## config.mk

```make
export PLATFORM = sky130hd
export DESIGN_NAME = nasti_sram_writer
export DESIGN_NICKNAME = d
export VERILOG_FILES = /design/src/rtl/nasti_sram_writer_pkg.sv /design/src/rtl/nasti_sram_writer.sv
export SDC_FILE = /design/constraint.sdc
export NUM_CORES = 1
export LEC_CHECK = 0
export CAP_MARGIN = 25
export CORE_MARGIN = 4
export CORE_UTILIZATION = 30
export DETAILED_ROUTE_END_ITERATION = 10
export PLACE_DENSITY = 0.66
export SLEW_MARGIN = 20
export SYNTH_ARGS = -nofsm -noshare
export SYNTH_HDL_FRONTEND = slang
export SYNTH_SLANG_ARGS = --single-unit
```

## constraint.sdc

```tcl
create_clock -name clk -period 2.3 [get_ports clk]
set_clock_uncertainty 0.05 [all_clocks]
set_input_delay 0.575 -clock clk [delete_from_list [all_inputs] [get_ports clk]]
set_output_delay 0.575 -clock clk [all_outputs]
set_load 0.005 [all_outputs]
```

## src/rtl/nasti_sram_writer_pkg.sv

```systemverilog
// Shared encodings for the NASTI SRAM write slave: response codes, burst types, FSM states.
package nasti_sram_writer_pkg;

   localparam logic [1:0] RESP_OKAY   = 2'b00;
   localparam logic [1:0] RESP_SLVERR = 2'b10;
   localparam logic [1:0] RESP_DECERR = 2'b11;

   localparam logic [1:0] BURST_FIXED = 2'b00;
   localparam logic [1:0] BURST_INCR  = 2'b01;
   localparam logic [1:0] BURST_WRAP  = 2'b10;

   typedef enum logic [1:0] {
      ST_IDLE,
      ST_DATA,
      ST_RESP
   } state_t;

endpackage

```

## src/rtl/nasti_sram_writer.sv

```systemverilog
// NASTI write-channel slave: accepts one AW/W burst at a time, writes each beat into a
// single-port SRAM, and answers with a B response that flags range or encoding errors.
module nasti_sram_writer
   import nasti_sram_writer_pkg::*;
#(
   parameter int                    ID_WIDTH   = 1,
   parameter int                    ADDR_WIDTH = 16,
   parameter int                    DATA_WIDTH = 64,
   parameter int                    USER_WIDTH = 1,
   parameter int                    MEM_AW     = 10,
   parameter logic [ADDR_WIDTH-1:0] BASE_ADDR  = '0
) (
   input  logic                    clk,
   input  logic                    rst,
   input  logic [ID_WIDTH-1:0]     aw_id,
   input  logic [ADDR_WIDTH-1:0]   aw_addr,
   input  logic [7:0]              aw_len,
   input  logic [2:0]              aw_size,
   input  logic [1:0]              aw_burst,
   input  logic [USER_WIDTH-1:0]   aw_user,
   input  logic                    aw_valid,
   output logic                    aw_ready,
   input  logic [DATA_WIDTH-1:0]   w_data,
   input  logic [DATA_WIDTH/8-1:0] w_strb,
   input  logic                    w_last,
   input  logic                    w_valid,
   output logic                    w_ready,
   output logic [ID_WIDTH-1:0]     b_id,
   output logic [1:0]              b_resp,
   output logic [USER_WIDTH-1:0]   b_user,
   output logic                    b_valid,
   input  logic                    b_ready,
   output logic                    mem_we,
   output logic [MEM_AW-1:0]       mem_addr,
   output logic [DATA_WIDTH-1:0]   mem_wdata,
   output logic [DATA_WIDTH/8-1:0] mem_be
);

   localparam int BYTES  = DATA_WIDTH / 8;
   localparam int BSHIFT = $clog2(BYTES);
   // Extra headroom bits so the end-of-burst sum can never wrap before the compare.
   localparam int EW     = ADDR_WIDTH + 16;
   localparam logic [EW-1:0] BASE_EXT = EW'(BASE_ADDR);
   localparam logic [EW-1:0] LIMIT    = BASE_EXT + (EW'(1) << (MEM_AW + BSHIFT)) - EW'(1);

   if (DATA_WIDTH != 32 && DATA_WIDTH != 64) begin : g_bad_data_width
      $fatal(1, "nasti_sram_writer: DATA_WIDTH must be 32 or 64");
   end
   if (USER_WIDTH < 1) begin : g_bad_user_width
      $fatal(1, "nasti_sram_writer: USER_WIDTH must be positive");
   end

   // Decode errors (outside the window) take priority over unsupported encodings.
   function automatic logic [1:0] check_aw(input logic [ADDR_WIDTH-1:0] addr,
                                           input logic [7:0]            len,
                                           input logic [2:0]            size,
                                           input logic [1:0]            burst);
      logic [EW-1:0] last_byte;
      last_byte = EW'(addr) + (EW'(len) << size);
      if (EW'(addr) < BASE_EXT || last_byte > LIMIT)
         return RESP_DECERR;
      if ((burst != BURST_FIXED && burst != BURST_INCR) || int'(size) > BSHIFT)
         return RESP_SLVERR;
      return RESP_OKAY;
   endfunction

   state_t                  state;
   logic [ADDR_WIDTH-1:0]   cur_addr;
   logic [ADDR_WIDTH-1:0]   offset;
   logic [7:0]              len_q;
   logic [7:0]              beat_cnt;
   logic [2:0]              size_q;
   logic [1:0]              burst_q;
   logic [1:0]              err_q;
   logic                    last_err;
   logic                    w_hs;
   logic                    final_beat;
   logic                    last_bad;

   // err_q gates the SRAM strobe; a w_last mismatch only taints the response.
   assign w_hs       = w_valid && w_ready;
   assign final_beat = (beat_cnt == len_q);
   assign last_bad   = (w_last != final_beat);
   assign offset     = cur_addr - BASE_ADDR;
   assign mem_addr   = MEM_AW'(offset >> BSHIFT);
   assign mem_we     = w_hs && (err_q == RESP_OKAY);
   assign mem_wdata  = w_data;
   assign mem_be     = w_strb;

   always_ff @(posedge clk or posedge rst) begin
      if (rst) begin
         state    <= ST_IDLE;
         aw_ready <= 1'b1;
         w_ready  <= 1'b0;
         b_valid  <= 1'b0;
         b_resp   <= RESP_OKAY;
         b_id     <= '0;
         b_user   <= '0;
         cur_addr <= '0;
         len_q    <= '0;
         beat_cnt <= '0;
         size_q   <= '0;
         burst_q  <= BURST_FIXED;
         err_q    <= RESP_OKAY;
         last_err <= 1'b0;
      end else begin
         unique case (state)
            ST_IDLE: begin
               if (aw_valid && aw_ready) begin
                  b_id     <= aw_id;
                  b_user   <= aw_user;
                  cur_addr <= aw_addr;
                  len_q    <= aw_len;
                  size_q   <= aw_size;
                  burst_q  <= aw_burst;
                  beat_cnt <= '0;
                  err_q    <= check_aw(aw_addr, aw_len, aw_size, aw_burst);
                  last_err <= 1'b0;
                  aw_ready <= 1'b0;
                  w_ready  <= 1'b1;
                  state    <= ST_DATA;
               end
            end
            ST_DATA: begin
               if (w_hs) begin
                  beat_cnt <= beat_cnt + 8'd1;
                  if (burst_q == BURST_INCR)
                     cur_addr <= cur_addr + (ADDR_WIDTH'(1) << size_q);
                  if (final_beat) begin
                     w_ready <= 1'b0;
                     b_valid <= 1'b1;
                     if (err_q != RESP_OKAY)
                        b_resp <= err_q;
                     else if (last_err || last_bad)
                        b_resp <= RESP_SLVERR;
                     else
                        b_resp <= RESP_OKAY;
                     state   <= ST_RESP;
                  end else if (last_bad) begin
                     last_err <= 1'b1;
                  end
               end
            end
            ST_RESP: begin
               if (b_ready) begin
                  b_valid  <= 1'b0;
                  aw_ready <= 1'b1;
                  state    <= ST_IDLE;
               end
            end
            default: begin
               state    <= ST_IDLE;
               aw_ready <= 1'b1;
               w_ready  <= 1'b0;
               b_valid  <= 1'b0;
            end
         endcase
      end
   end

endmodule

```

==> impl_metrics.yaml <==
yosys:
  ys_seq_area_share_pct: 29.40
  async_reset_ff_share_pct: 100.0
  synth_xor_area_share_pct: 4.245
  synth_cells: 478
  synth_seq_cells: 46
  synth_edf_count: 0
  syn_nets: 613
  ys_warn_count: 0
  synthMuxAreaShare_pct: 4.852
  yosysTopAreaCellShare_pct: 28.73
  yosysTopAreaCell: "dfrtp_1"
  synth_fa_ha_area_share_pct: 8.682
  ys_types: 49
  syn_area_sq_um: 3920
  synth-main-ff-cell: "dfrtp_1"
  synthTopCellsByArea: "dfrtp_1 29%, buf_4 16%, ha_1 7.7%, nand2_1 7.3%, xor2_1 3.6%"
  synth_compound_area_share_pct: 13.63
  synth_top_family_by_area: "simple AND/OR/NAND/NOR gates"
  yosys.area_share.simple_pct: 20.33
  avgSynthCellArea_sq_um: 8.201
sta:
  fin_ws_ps: -459.9
  max_slew.worst_pin.slew_ps: 475.5
  maxSlewHeadroom_pct: 68.01
  hold_viol_final: 0
  clock.fmax_mhz: 362.3
  min_period_over_period_pct: 120.0
  period_minus_slack_ps: 2760
  finalSetupViolations: 8
  drv_slew: 0
  rsz0062_at_grt: "true"
  hold_slack_ps: 421.5
worst_setup_path:
  path_max_fanout: 3
  crit_slowest_cell: "o31ai_1"
  reg2reg_to: "cur_addr[7]"
  timing.rr.start: "size_q[1]"
  cpLargestDelayFamily: "compound AO/OA/AOI/OAI gates"
  cp_cell_sequence: "clkdlybuf4s15_2 -> mux2_4 -> nand2_1 -> o21ai_0 -> nor2_1 -> a21oi_2 -> ha_1 -> and4_1 -> o211ai_1 -> a31oi_1 -> o31ai_1 -> xor2_1 -> a31oi_1"
  reg2reg_depth: 8
  critPathBufInv: 1
  cp-end-kind: "flop"
  critPathMaxStageDelay_ps: 350
  crit_type: "primary input to flop"
  crit_start: "aw_len[5]"
  cpMostUsedCell: "a31oi_1"
  startpoint_type: "primary input"
  critPathCapture: "err_q[0]"
  reg2reg_slack_ps: -110
  worstPathRequired_ps: 2410
  cp.arrival_ps: 2870
  crit_cells: 13
route:
  drt_first_pass_iters: 4
  vias: 3477
  first_iter_violations: 179
  drc: 0
  drt-total-wl_mm: 11.07
  wl_per_cell_um: 15.93
  vias_per_cell: 5.003
  ant_nets: 0
clocking:
  clock-sinks: 46
  holdBufCountCts: 0
  cts_inserted_buffers: 5
  clk_pin_slew_ps: 70
  cts_tree: "yes"
  clk_latency_ps: 290
  cts_buffer_depth: 2
  htree_levels: 2
  ctsRootBufferMaster: "clkbuf_16"
power:
  switching_share_pct: 37.94
  cellLeakagePower_uw: 0.002365
  power.switching_uw: 1729
  ir_worst_vdd_v: 0.0005525
  clockPowerShare_pct: 18.4
  power_report.internal_total_uw: 2827
  power_frac_comb_pct: 51.6
  power_frac_seq_pct: 30.0
  p_per_area_nw_per_um2: 889.8
layout:
  fin_util_pct: 40.24
  area.growth.synth_to_final_pct: 30.61
  layout-drive-gt1-share_pct: 30.59
  fin_nets: 657
  fin_cells: 695
  diodes: 0
  design_area_sq_um: 5120
placement:
  place_inst: 672
  place_ws_ps: -1193
  hpwl_mm: 8.248
  port_buffers: 54
  dpl_cell_area_sq_um: 4529
  gp_congestion: 0.9519
floorplan:
  start_util_pct: 30.81
  dieArea_sq_um: 14960
  row_count: 41
  core-area_sq_um: 12720
  fp.dieH_um: 122.3
  die_w_um: 122.3
  boundaryPins: 199
outcome:
  status: "complete, but fails checks"
  violations: "negative setup slack"
global_route:
  grt_max_degree: 47
  grt_pass1_wl_mm: 17.82
  gr-total-overflow: 0
  antenna_found_initial: 0
  grt_usage_pct: 14.81
  grt_pass1_vias: 3634
min_path:
  hold_class: "flop to flop"
run:
  maxCapViolations: 0
[stage by stage]
step                total power, uW  TNS [ps]
floorplan                      2640    -798.7
global placement               3158     -2816
detailed placement             3221     -3349
CTS                            4199    -991.3
global route                   4899     -2307
finish                         4556     -1212
[registers in the layout, summed over array words and instances, names as in the netlist, 2 cells and up]
name      cells
err_q         2
burst_q       2
beat_cnt      8
size_q        3
len_q         8
b_resp        2
state         2
cur_addr     13
[placed cells by master (no fill, tap or decap), drive strengths merged, types with 3 or more instances in the layout]
cell / instances
a211o: 3
a211oi: 3
a21oi: 21
a31oi: 7
and2: 3
and3: 6
buf: 84
clkbuf: 5
clkdlybuf4s15: 8
clkdlybuf4s50: 42
dfrtp: 45
ha: 24
inv: 16
mux2: 8
mux2i: 10
nand2: 76
nand2b: 3
nand3: 16
nand3b: 3
nand4: 4
nor2: 32
nor2b: 6
nor3: 10
nor3b: 3
o211ai: 5
o21a: 7
o21ai: 21
o22ai: 5
xnor2: 3
xor2: 16
[what timing repair did]
action / CTS / global route
buffers inserted: 10 / 4
gates resized for setup: 66 / 43
pin swaps: 29 / 16
endpoints found under the setup margin: 8 / 10
cloned: 1 / 0
[power groups by stage]
stage	Sequential, uW	Combinational, uW	Clock (uW)
floorplan	1260	1380	0
global placement	1340	1820	0
detailed placement	1340	1880	0
CTS	1330	2010	853
global route	1420	2590	893
finish	1370	2350	840
[final cells by class]
| cell class | instances | area [sq um] |
|---|---|---|
| clock inverter | 3 | 43.79 |
| fill | 1293 | 7602 |
| inverter | 15 | 56.30 |
| timing repair buffer | 135 | 1196 |
| tap | 172 | 215.2 |
| multi-input combinational | 319 | 2327 |
| sequential | 46 | 1156 |
| clock buffer | 5 | 125.1 |
[worst register-to-register path, stage by stage (launching register included)]
cell and delay [ps]:
dfrtp_2 450, buf_6 150, nor3b_4 140, ha_1 330
a211o_1 360, a2111oi_4 360, or3_4 180, mux2i_1 190
nand3_1 90
[cells by family (layout without fill, tap and decap cells)]
family	Yosys count	count (layout)
AOI/OAI and AO/OA	85	85
xor gates and xnor gates	19	19
adders and majority gates	26	26
buffers and inverters	113	158
DFF	46	46
muxes	18	18
and+or+nand+nor	171	171
[Yosys cell counts, types with 2 or more instances]
| master | n |
|---|---|
| nand2_1 | 76 |
| nand3b_1 | 3 |
| and3b_1 | 2 |
| buf_2 | 6 |
| nor4_1 | 2 |
| o21ai_0 | 21 |
| o21a_1 | 7 |
| and2_1 | 3 |
| xnor2_1 | 3 |
| clkbuf_1 | 10 |
| nor2_1 | 31 |
| mux2i_1 | 10 |
| o2111ai_1 | 2 |
| a211o_1 | 3 |
| o22ai_1 | 5 |
| o211ai_1 | 5 |
| a31oi_1 | 7 |
| inv_1 | 15 |
| a21oi_1 | 21 |
| and3_1 | 6 |
| xor2_1 | 16 |
| or3_1 | 2 |
| nand2b_1 | 3 |
| buf_4 | 82 |
| mux2_2 | 8 |
| nand4_1 | 4 |
| nor3b_1 | 2 |
| dfrtp_1 | 45 |
| o31ai_1 | 2 |
| fa_1 | 2 |
| ha_1 | 24 |
| nor2b_1 | 6 |
| nand3_1 | 16 |
| nor3_1 | 10 |
| a211oi_1 | 3 |
| and4_1 | 2 |
[per-layer routing]
layer	part of all wire, %	GRT usage [%]	vias up
li1	-	-	1653
met4	3.4	5.738	0
met2	48	24.39	136
met1	41	18.39	1634
met5	0	0	-
met3	8.0	4.147	54
[how the worst min path moves through the flow]
stage,startpoint,to,slack (ps),cells after the start
floorplan,cur_addr[2],cur_addr[2],410,2
finish,b_resp[1],b_resp[1],420,2
global route,b_resp[1],b_resp[1],470,2
CTS,b_resp[1],b_resp[1],430,2
global placement,b_resp[1],b_resp[1],410,2
detailed placement,b_resp[1],b_resp[1],410,2
(Power assumes the default switching activity.)
